$ cat src/rtl/pim_mem_pkg.sv
// Shared types and widths for the PIM/core memory arbiter.
package pim_mem_pkg;

    localparam int ADDR_W = 32;
    localparam int DATA_W = 32;
    localparam int MASK_W = 4;

    typedef enum logic [1:0] {
        ST_IDLE  = 2'd0,
        ST_ISSUE = 2'd1,
        ST_WAIT  = 2'd2
    } arb_state_t;

    typedef enum logic {
        REQ_CORE = 1'b0,
        REQ_PIM  = 1'b1
    } req_id_t;

    // A cycle carries a request when either strobe or any mask bit is set.
    function automatic logic req_present(input logic rstrb, input logic [MASK_W-1:0] wmask);
        return rstrb | (|wmask);
    endfunction

endpackage

$ cat src/rtl/pim_req_buffer.sv
// One-deep request buffer for a single requester, with its busy flags,
// overflow pulse and the read-data register returned to that requester.
module pim_req_buffer
    import pim_mem_pkg::*;
(
    input  logic              clk,
    input  logic              rst,
    input  logic [ADDR_W-1:0] i_addr,
    input  logic [DATA_W-1:0] i_wdata,
    input  logic [MASK_W-1:0] i_wmask,
    input  logic              i_rstrb,
    input  logic              i_clear,
    input  logic [DATA_W-1:0] i_rdata,
    output logic              o_valid,
    output logic [ADDR_W-1:0] o_addr,
    output logic [DATA_W-1:0] o_wdata,
    output logic [MASK_W-1:0] o_wmask,
    output logic              o_is_read,
    output logic              o_rbusy,
    output logic              o_wbusy,
    output logic              o_drop,
    output logic [DATA_W-1:0] o_rdata
);

    logic              r_valid;
    logic [ADDR_W-1:0] r_addr;
    logic [DATA_W-1:0] r_wdata;
    logic [MASK_W-1:0] r_wmask;
    logic              r_is_read;
    logic              r_drop;
    logic [DATA_W-1:0] r_rdata;
    logic              w_req;

    assign w_req = req_present(i_rstrb, i_wmask);

    // Capture into an empty slot, flag arrivals at a full slot, and return
    // read data when the arbiter retires this requester's transaction.
    always_ff @(posedge clk) begin
        if (rst) begin
            r_valid   <= 1'b0;
            r_addr    <= '0;
            r_wdata   <= '0;
            r_wmask   <= '0;
            r_is_read <= 1'b0;
            r_drop    <= 1'b0;
            r_rdata   <= '0;
        end else begin
            r_drop <= w_req & r_valid;
            if (i_clear) begin
                r_valid <= 1'b0;
                if (r_is_read) begin
                    r_rdata <= i_rdata;
                end
            end else if (w_req && !r_valid) begin
                r_valid   <= 1'b1;
                r_addr    <= i_addr;
                r_wdata   <= i_wdata;
                r_wmask   <= i_wmask;
                // Any mask bit makes it a write, even with the read strobe set.
                r_is_read <= (i_wmask == '0);
            end
        end
    end

    assign o_valid   = r_valid;
    assign o_addr    = r_addr;
    assign o_wdata   = r_wdata;
    assign o_wmask   = r_wmask;
    assign o_is_read = r_is_read;
    assign o_rbusy   = r_valid & r_is_read;
    assign o_wbusy   = r_valid & ~r_is_read;
    assign o_drop    = r_drop;
    assign o_rdata   = r_rdata;

endmodule

$ cat src/rtl/pim_mem_arbiter.sv
// Arbitrates the RISC-V core and the PIM engine onto a single ram_controller
// port: one buffered request per side, round-robin on ties, PIM-only under lock.
module pim_mem_arbiter
    import pim_mem_pkg::*;
(
    input  logic              clk,
    input  logic              rst,
    input  logic [ADDR_W-1:0] riscv_addr,
    input  logic [DATA_W-1:0] riscv_wdata,
    input  logic [MASK_W-1:0] riscv_wmask,
    input  logic              riscv_rstrb,
    output logic [DATA_W-1:0] riscv_rdata,
    output logic              riscv_rbusy,
    output logic              riscv_wbusy,
    input  logic [ADDR_W-1:0] pim_addr,
    input  logic [DATA_W-1:0] pim_wdata,
    input  logic [MASK_W-1:0] pim_wmask,
    input  logic              pim_rstrb,
    output logic [DATA_W-1:0] pim_rdata,
    output logic              pim_rbusy,
    output logic              pim_wbusy,
    input  logic              pim_lock,
    output logic [ADDR_W-1:0] mem_addr,
    output logic [DATA_W-1:0] mem_wdata,
    output logic [MASK_W-1:0] mem_wmask,
    output logic              mem_rstrb,
    input  logic [DATA_W-1:0] mem_rdata,
    input  logic              mem_rbusy,
    input  logic              mem_wbusy,
    output logic              gnt_pim,
    output logic              drop_err
);

    arb_state_t        r_state;
    arb_state_t        w_next;
    req_id_t           r_gnt;
    req_id_t           r_last_grant;
    req_id_t           w_gnt_sel;
    logic              w_grant;
    logic              w_done;

    logic [ADDR_W-1:0] r_mem_addr;
    logic [DATA_W-1:0] r_mem_wdata;
    logic [MASK_W-1:0] r_mem_wmask;
    logic              r_mem_rstrb;

    logic              w_core_valid, w_pim_valid;
    logic [ADDR_W-1:0] w_core_addr, w_pim_addr;
    logic [DATA_W-1:0] w_core_wdata, w_pim_wdata;
    logic [MASK_W-1:0] w_core_wmask, w_pim_wmask;
    logic              w_core_is_read, w_pim_is_read;
    logic              w_core_clear, w_pim_clear;
    logic              w_core_drop, w_pim_drop;

    logic [ADDR_W-1:0] w_sel_addr;
    logic [DATA_W-1:0] w_sel_wdata;
    logic [MASK_W-1:0] w_sel_wmask;
    logic              w_sel_is_read;

    assign w_core_clear = w_done & (r_gnt == REQ_CORE);
    assign w_pim_clear  = w_done & (r_gnt == REQ_PIM);

    pim_req_buffer u_core_buf (
        .clk       (clk),
        .rst       (rst),
        .i_addr    (riscv_addr),
        .i_wdata   (riscv_wdata),
        .i_wmask   (riscv_wmask),
        .i_rstrb   (riscv_rstrb),
        .i_clear   (w_core_clear),
        .i_rdata   (mem_rdata),
        .o_valid   (w_core_valid),
        .o_addr    (w_core_addr),
        .o_wdata   (w_core_wdata),
        .o_wmask   (w_core_wmask),
        .o_is_read (w_core_is_read),
        .o_rbusy   (riscv_rbusy),
        .o_wbusy   (riscv_wbusy),
        .o_drop    (w_core_drop),
        .o_rdata   (riscv_rdata)
    );

    pim_req_buffer u_pim_buf (
        .clk       (clk),
        .rst       (rst),
        .i_addr    (pim_addr),
        .i_wdata   (pim_wdata),
        .i_wmask   (pim_wmask),
        .i_rstrb   (pim_rstrb),
        .i_clear   (w_pim_clear),
        .i_rdata   (mem_rdata),
        .o_valid   (w_pim_valid),
        .o_addr    (w_pim_addr),
        .o_wdata   (w_pim_wdata),
        .o_wmask   (w_pim_wmask),
        .o_is_read (w_pim_is_read),
        .o_rbusy   (pim_rbusy),
        .o_wbusy   (pim_wbusy),
        .o_drop    (w_pim_drop),
        .o_rdata   (pim_rdata)
    );

    // FSM state register.
    always_ff @(posedge clk) begin
        if (rst) begin
            r_state <= ST_IDLE;
        end else begin
            r_state <= w_next;
        end
    end

    // Grant selection and next-state; lock is honoured only when choosing in IDLE.
    always_comb begin
        w_next    = r_state;
        w_grant   = 1'b0;
        w_gnt_sel = REQ_CORE;
        w_done    = 1'b0;
        case (r_state)
            ST_IDLE: begin
                if (pim_lock) begin
                    if (w_pim_valid) begin
                        w_grant   = 1'b1;
                        w_gnt_sel = REQ_PIM;
                    end
                end else if (w_core_valid && w_pim_valid) begin
                    w_grant   = 1'b1;
                    w_gnt_sel = (r_last_grant == REQ_PIM) ? REQ_CORE : REQ_PIM;
                end else if (w_core_valid) begin
                    w_grant   = 1'b1;
                    w_gnt_sel = REQ_CORE;
                end else if (w_pim_valid) begin
                    w_grant   = 1'b1;
                    w_gnt_sel = REQ_PIM;
                end
                if (w_grant) begin
                    w_next = ST_ISSUE;
                end
            end
            ST_ISSUE: begin
                w_next = ST_WAIT;
            end
            ST_WAIT: begin
                if (!mem_rbusy && !mem_wbusy) begin
                    w_done = 1'b1;
                    w_next = ST_IDLE;
                end
            end
            default: begin
                w_next = ST_IDLE;
            end
        endcase
    end

    // Mux the fields of whichever buffer is being granted.
    always_comb begin
        w_sel_addr    = w_core_addr;
        w_sel_wdata   = w_core_wdata;
        w_sel_wmask   = w_core_wmask;
        w_sel_is_read = w_core_is_read;
        if (w_gnt_sel == REQ_PIM) begin
            w_sel_addr    = w_pim_addr;
            w_sel_wdata   = w_pim_wdata;
            w_sel_wmask   = w_pim_wmask;
            w_sel_is_read = w_pim_is_read;
        end
    end

    // Downstream request registers: loaded on grant so the strobe lands in
    // ISSUE only; address/data hold afterwards. Round-robin pointer moves on retire.
    always_ff @(posedge clk) begin
        if (rst) begin
            r_mem_addr   <= '0;
            r_mem_wdata  <= '0;
            r_mem_wmask  <= '0;
            r_mem_rstrb  <= 1'b0;
            r_gnt        <= REQ_CORE;
            r_last_grant <= REQ_PIM;
        end else begin
            r_mem_rstrb <= 1'b0;
            r_mem_wmask <= '0;
            if (w_grant) begin
                r_gnt       <= w_gnt_sel;
                r_mem_addr  <= w_sel_addr;
                r_mem_wdata <= w_sel_wdata;
                if (w_sel_is_read) begin
                    r_mem_rstrb <= 1'b1;
                end else begin
                    r_mem_wmask <= w_sel_wmask;
                end
            end
            if (w_done) begin
                r_last_grant <= r_gnt;
            end
        end
    end

    assign mem_addr  = r_mem_addr;
    assign mem_wdata = r_mem_wdata;
    assign mem_wmask = r_mem_wmask;
    assign mem_rstrb = r_mem_rstrb;
    assign gnt_pim   = (r_gnt == REQ_PIM);
    assign drop_err  = w_core_drop | w_pim_drop;

endmodule
$ cat config.mk
export PLATFORM = sky130hd
export DESIGN_NAME = pim_mem_arbiter
export DESIGN_NICKNAME = d
export VERILOG_FILES = /design/src/rtl/pim_mem_pkg.sv /design/src/rtl/pim_req_buffer.sv /design/src/rtl/pim_mem_arbiter.sv
export SDC_FILE = /design/constraint.sdc
export NUM_CORES = 1
export LEC_CHECK = 0
export ABC_AREA = 1
export CELL_PAD_IN_SITES_DETAIL_PLACEMENT = 1
export CELL_PAD_IN_SITES_GLOBAL_PLACEMENT = 2
export CORE_ASPECT_RATIO = 1.1
export CORE_MARGIN = 2
export CORE_UTILIZATION = 26
export DETAILED_ROUTE_END_ITERATION = 16
export HOLD_SLACK_MARGIN = 0.02
export PLACE_DENSITY_LB_ADDON = 0.1
export RECOVER_POWER = 100
export SLEW_MARGIN = 20
export SYNTH_ARGS = -nofsm -noshare
export SYNTH_HDL_FRONTEND = slang
export SYNTH_SLANG_ARGS = --single-unit
$ cat constraint.sdc
create_clock -name clk -period 1.9 [get_ports clk]
set_input_delay 0.285 -clock clk [delete_from_list [all_inputs] [get_ports clk]]
set_output_delay 0.285 -clock clk [all_outputs]
set_load 0.01 [all_outputs]
Word level (Yosys, flattened, before mapping)
Cells that the tools add are included.
{"block": "word_totals", "ff_bits": 279, "latchBits": 0, "ram_bits": 0, "mem_bits_ro": 0, "inputBits": 175, "output_inout_bits": 139, "word_cells": 85, "mem_count": 0}
{"block": "op_classes", "addsub": 0, "multipliers": 0, "div": 0, "magnitude_cmp": 0, "eq_ne": 4, "shift": 0, "n_mux": 21, "bitwise_logic": 17, "n_reduce_logical": 22}
{"cell": "$mux 32", "count": 2}
{"cell": "$mux 1", "count": 15}
{"cell": "$reduce_and 2->1", "count": 5}
{"cell": "$and 1x1->1", "count": 8}
{"cell": "$logic_not 4->1", "count": 2}
{"cell": "$reduce_or 4->1", "count": 2}
{"cell": "$not 1->1", "count": 6}
{"cell": "$pmux 2 s3", "count": 1}
{"cell": "$reduce_or 2->1", "count": 3}
{"cell": "$logic_and 1x1->1", "count": 4}
{"cell": "$logic_not 1->1", "count": 4}
{"cell": "$mux 2", "count": 2}
{"cell": "$mux 4", "count": 1}
{"cell": "$or 1x1->1", "count": 3}
{"cell": "$reduce_or 3->1", "count": 1}
{"cell": "$eq 2x1->1 const B", "count": 1}
{"cell": "$eq 2x2->1 const B", "count": 1}
{"cell": "$logic_not 2->1", "count": 1}
{"cell": "$ne 2x1->1 const B", "count": 1}
{"cell": "$ne 2x2->1 const B", "count": 1}

Depth between registers and ports, before layout
{"block": "logic_depth", "word_depth": 8, "depth_mapped": 9, "depth_no_buf": 7}

Cells and area by module
Synthesis repeated with hierarchy kept, for this count alone.
{"block": "hier_totals", "hier_cells": 1836, "area_unflattened_um2": 12405.6}
{"module": "pim_req_buffer", "instances": 2, "cells_each": 607, "area_each_um2": 4256.6, "seq_area_each_um2": 2062.0}
{"module": "pim_mem_arbiter", "instances": 1, "cells_each": 622, "area_each_um2": 3892.5, "seq_area_each_um2": 1461.4}

Worst setup path after synthesis
No wires, ideal clock.
{"block": "synth_timing", "path_kind": "input to register", "startpoint": "in mem_wbusy", "endpoint": "reg u_pim_buf.r_wdata[24], in the netlist u_pim_buf.o_wdata[24]", "arrival_time_ns": 1.328, "t_required_ns": 1.790, "path_slack_ns": 0.462, "stages": 8, "path_buffers": 2, "path_cell_list": "nor2_1 > nand3_2 > nand3_1 > buf_4 > buf_4 > nand2_1 > inv_1 > nor2_1"}
{"block": "synth_between", "elab_chain_len": 7}
{"item": "start, declared", "line": "pim_mem_arbiter.sv:29", "text": "input logic mem_wbusy,"}
{"item": "$logic_not 1->1", "line": "pim_mem_arbiter.sv:143", "text": "if (!mem_rbusy && !mem_wbusy) begin"}
{"item": "$logic_and 1x1->1", "line": "pim_mem_arbiter.sv:143"}
{"item": "$mux 1", "line": "pim_mem_arbiter.sv:143"}
{"item": "$mux 1", "line": "pim_mem_arbiter.sv:118", "text": "case (r_state)"}
{"item": "$and 1x1->1", "line": "pim_mem_arbiter.sv:61", "text": "assign w_pim_clear = w_done & (r_gnt == REQ_PIM);"}
{"item": "$not 1->1 (no source line)"}
{"item": "$reduce_and 2->1 (no source line)"}
{"item": "end signal, assigned", "line": "pim_req_buffer.sv:57", "text": "r_wdata <= i_wdata;"}
{"item": "end, declared", "line": "pim_req_buffer.sv:27", "text": "logic [DATA_W-1:0] r_wdata;"}
Every way passes these cells.
A chain may end at the register's enable or synchronous reset.

Worst setup path in the final report
{"block": "layout_timing", "startpoint": "reg u_core_buf.r_rdata[27], in the netlist u_core_buf.o_rdata[27]", "endpoint": "out riscv_rdata[27]"}
{"item": "start, declared", "line": "pim_req_buffer.sv:31", "text": "logic [DATA_W-1:0] r_rdata;"}
{"item": "start signal, assigned", "line": "pim_req_buffer.sv:52", "text": "r_rdata <= i_rdata;"}
{"item": "end, declared", "line": "pim_mem_arbiter.sv:12", "text": "output logic [DATA_W-1:0] riscv_rdata,"}
No word-level cell between the ends.

==> flow_summary.ini <==
[cells_and_area]
area_growth_pct = 40.8
fin_util_pct = 37.2
final_common_cell = inv_1
layout.nets = 2489
layout-drive-gt1-share_pct = 5.65
final_cell_mix = inv_1 (428), nand2_1 (422), nor2_1 (346)

[drt]
vias = 13200
drc_errors = 0
drt_iter0_markers = 548
routed_via_density = 4.40
dr.pass1.iters = 4
totalWireLength_mm = 48.8
ant_nets = 0
wl_per_cell_um = 16.3

[clocking]
cts_buffer_depth = 3
clkLatencyLatePin_ns = 0.54
cts_sinks = 279
h-tree-depth = 2
cts_made_buffers = 36
ctsHoldBuffers = 0
cts_root_buf = clkbuf_16
clk_pin_slew_ns = 0.06
cts_tree = yes

[global_routing]
antenna_found_initial = 4
grt_pass1_wl_mm = 77.7
use_met2_pct = 32.3
grt_max_degree = 62
grt.overflow.total = 0
grt_pass1_vias = 13800
grt-busiest-layer = met2
track_usage_pct = 18.9
grtUsageMet3_pct = 3.19
use_met1_pct = 24.6

[timing]
clock_skew_ns = 0.0266
grt_setup_unrepaired = false
min_period_over_period_pct = 95.8
fin_tns_setup_ns = 0
fmax_mhz = 549
slew_viol_final = 0
fin_crit_ns = 1.82
setup_viol = 0
hold_violations = 0
slew_headroom_pct = 60.6
worst_pin_slew_ns = 0.590
holdWs_ns = 0.331

[synth]
synth_ff_type = dfxtp_1
yosysSeqAreaShare_pct = 42.9
syn-num-nets = 2213
synth_edf_count = 0
async_flop_share_pct = 0
synth.area.top_cells = dfxtp_1 (43%), inv_1 (12%), nand2_1 (12%), nor2_1 (10%), nand4_1 (6.7%)
synth_cells = 2038
syn-cell-area_mm2 = 0.0130
ys_ff_latch = 279
yosys_warnings = 0
synth_area_per_cell_um2 = 6.38
yosysUniqueCellTypes = 23
yosysTopAreaCell = dfxtp_1
synth_top_area_share_pct = 42.9

[setup_path]
cp-startpoint = u_core_buf.o_rdata[27]
slowest_stage = dlygate4sd3_1
ff2ff_path_depth = 7
start_kind = flip-flop
crit_chain = dlygate4sd3_1
cpPeakStageDelay_ns = 0.66
worstPathBufferInverterCount = 1
cp_data_arrival_time_ns = 1.54
worstReg2RegEnd = u_pim_buf.o_rdata[3]
cp-end-kind = output pin
crit_path_end = riscv_rdata[27]
critical_path_peak_fanout = 2
critPathRequiredTime_ns = 1.62
r2r_slack_ns = 0.13
path_depth = 1
r2r_start = r_state[1]
crit_family = buffers and inverters
setup.worst_path.class = reg -> out

[floorplan]
ios = 314
die_w_um = 217
rows = 85
dieHeight_um = 239
initial_utilization_pct = 26.4
die_area_mm2 = 0.0518
design.core.area_mm2 = 0.0492

[power]
switching_share_pct = 27.8
p_per_area_mw_per_mm2 = 901
pwr-share-comb_pct = 17.5
clkPwrFrac_pct = 43.1
internal_power_w = 0.0119
leakage_nw = 9.47
ir_drop_mv = 0.465
power.share.sequential_pct = 39.3
p_sw_w = 0.00459

[placed_design]
gp_congestion = 0.759
io_buffers = 313
hpwl_mm = 34.5

[min_path]
min_path_type = in -> reg

[outcome]
status = complete, no violations

[job]
drv_cap = 0
cell type report:
type / count / area [um^2]
clock buffer: 49 / 1040
sequential: 279 / 5590
inverter: 431 / 1630
clock inverter: 12 / 171
antenna: 2 / 5.00
fill: 6176 / 30900
timing repair buffer: 378 / 3830
multi-input combinational: 1188 / 5240
tap: 652 / 816
power by group through the flow:
stage | clock network, W | logic, W | registers (W)
5_1_grt | 0.00760 | 0.00329 | 0.00655
4_1_cts | 0.00737 | 0.00308 | 0.00651
6_report | 0.00712 | 0.00290 | 0.00650
2_1_floorplan | 0 | 0.00150 | 0.00666
3_3_place_gp | 0 | 0.00303 | 0.00662
3_5_place_dp | 0 | 0.00306 | 0.00663
worst min-delay path by stage:
stage                                       end             startpoint  cells past startpoint  slack (ns)
after CTS                 u_pim_buf.o_rdata[22]          mem_rdata[22]                      3        0.30
after global placement    u_pim_buf.o_rdata[23]  u_pim_buf.o_rdata[23]                      2        0.45
after floorplan           u_core_buf.o_rdata[0]           mem_rdata[0]                      2        0.42
after detailed placement  u_pim_buf.o_rdata[23]  u_pim_buf.o_rdata[23]                      2        0.46
after global routing      u_pim_buf.o_rdata[22]          mem_rdata[22]                      3        0.33
final                     u_pim_buf.o_rdata[22]          mem_rdata[22]                      3        0.33
metal layers:
layer | wire (um) | share of wire [%]
met4 | 805 | 1.7
met2 | 23000 | 47
met5 | 23 | 0.047
met1 | 22800 | 47
met3 | 2090 | 4.3
state kept, by name (all words and copies together) (netlist names), 32 cells and up:
| name | count |
|---|---|
| mem_addr | 32 |
| mem_wdata | 32 |
| u_pim_buf.o_addr | 32 |
| u_core_buf.o_rdata | 32 |
| u_pim_buf.o_rdata | 32 |
| u_pim_buf.o_wdata | 32 |
| u_core_buf.o_addr | 32 |
| u_core_buf.o_wdata | 32 |
kinds of logic after synthesis:
group / Yosys count / share of synthesized area, %
flops: 279 / 42.9
compound gates: 197 / 7.67
simple gates: 991 / 32.4
buf+inv: 571 / 17.0
Yosys cell counts (3+ instances only):
library cell and number:
a21oi_1 97, buf_4 4, dfxtp_1 279, buf_1 18, nand4_1 139, clkbuf_1 72
o21ai_1 6, nand3_1 77, nand3_2 3, nand2_1 421, buf_2 46, inv_2 5
inv_1 426, o21ai_0 91, nor2_1 345
metrics by stage:
step / setup WS, ns / power, W / area, um^2 / cells
after detailed placement: 0.0257 / 0.00969 / 17300 / 2928
after floorplan: 0.462 / 0.00816 / 13000 / 2038
final: 0.0796 / 0.0165 / 18300 / 2991
after global placement: 0.0418 / 0.00965 / 17300 / 2928
after CTS: 0.0467 / 0.0170 / 18500 / 2989
after global routing: 0.0159 / 0.0174 / 18300 / 2991
what timing repair did:
action	4_1_cts	5_1_grt
buffers inserted	0	0
gates resized for setup	10	1
pin swaps	0	0
endpoints found under the setup margin	6	1
hold endpoints to repair	0	0
Note: power is estimated with default switching activity, not from simulation.
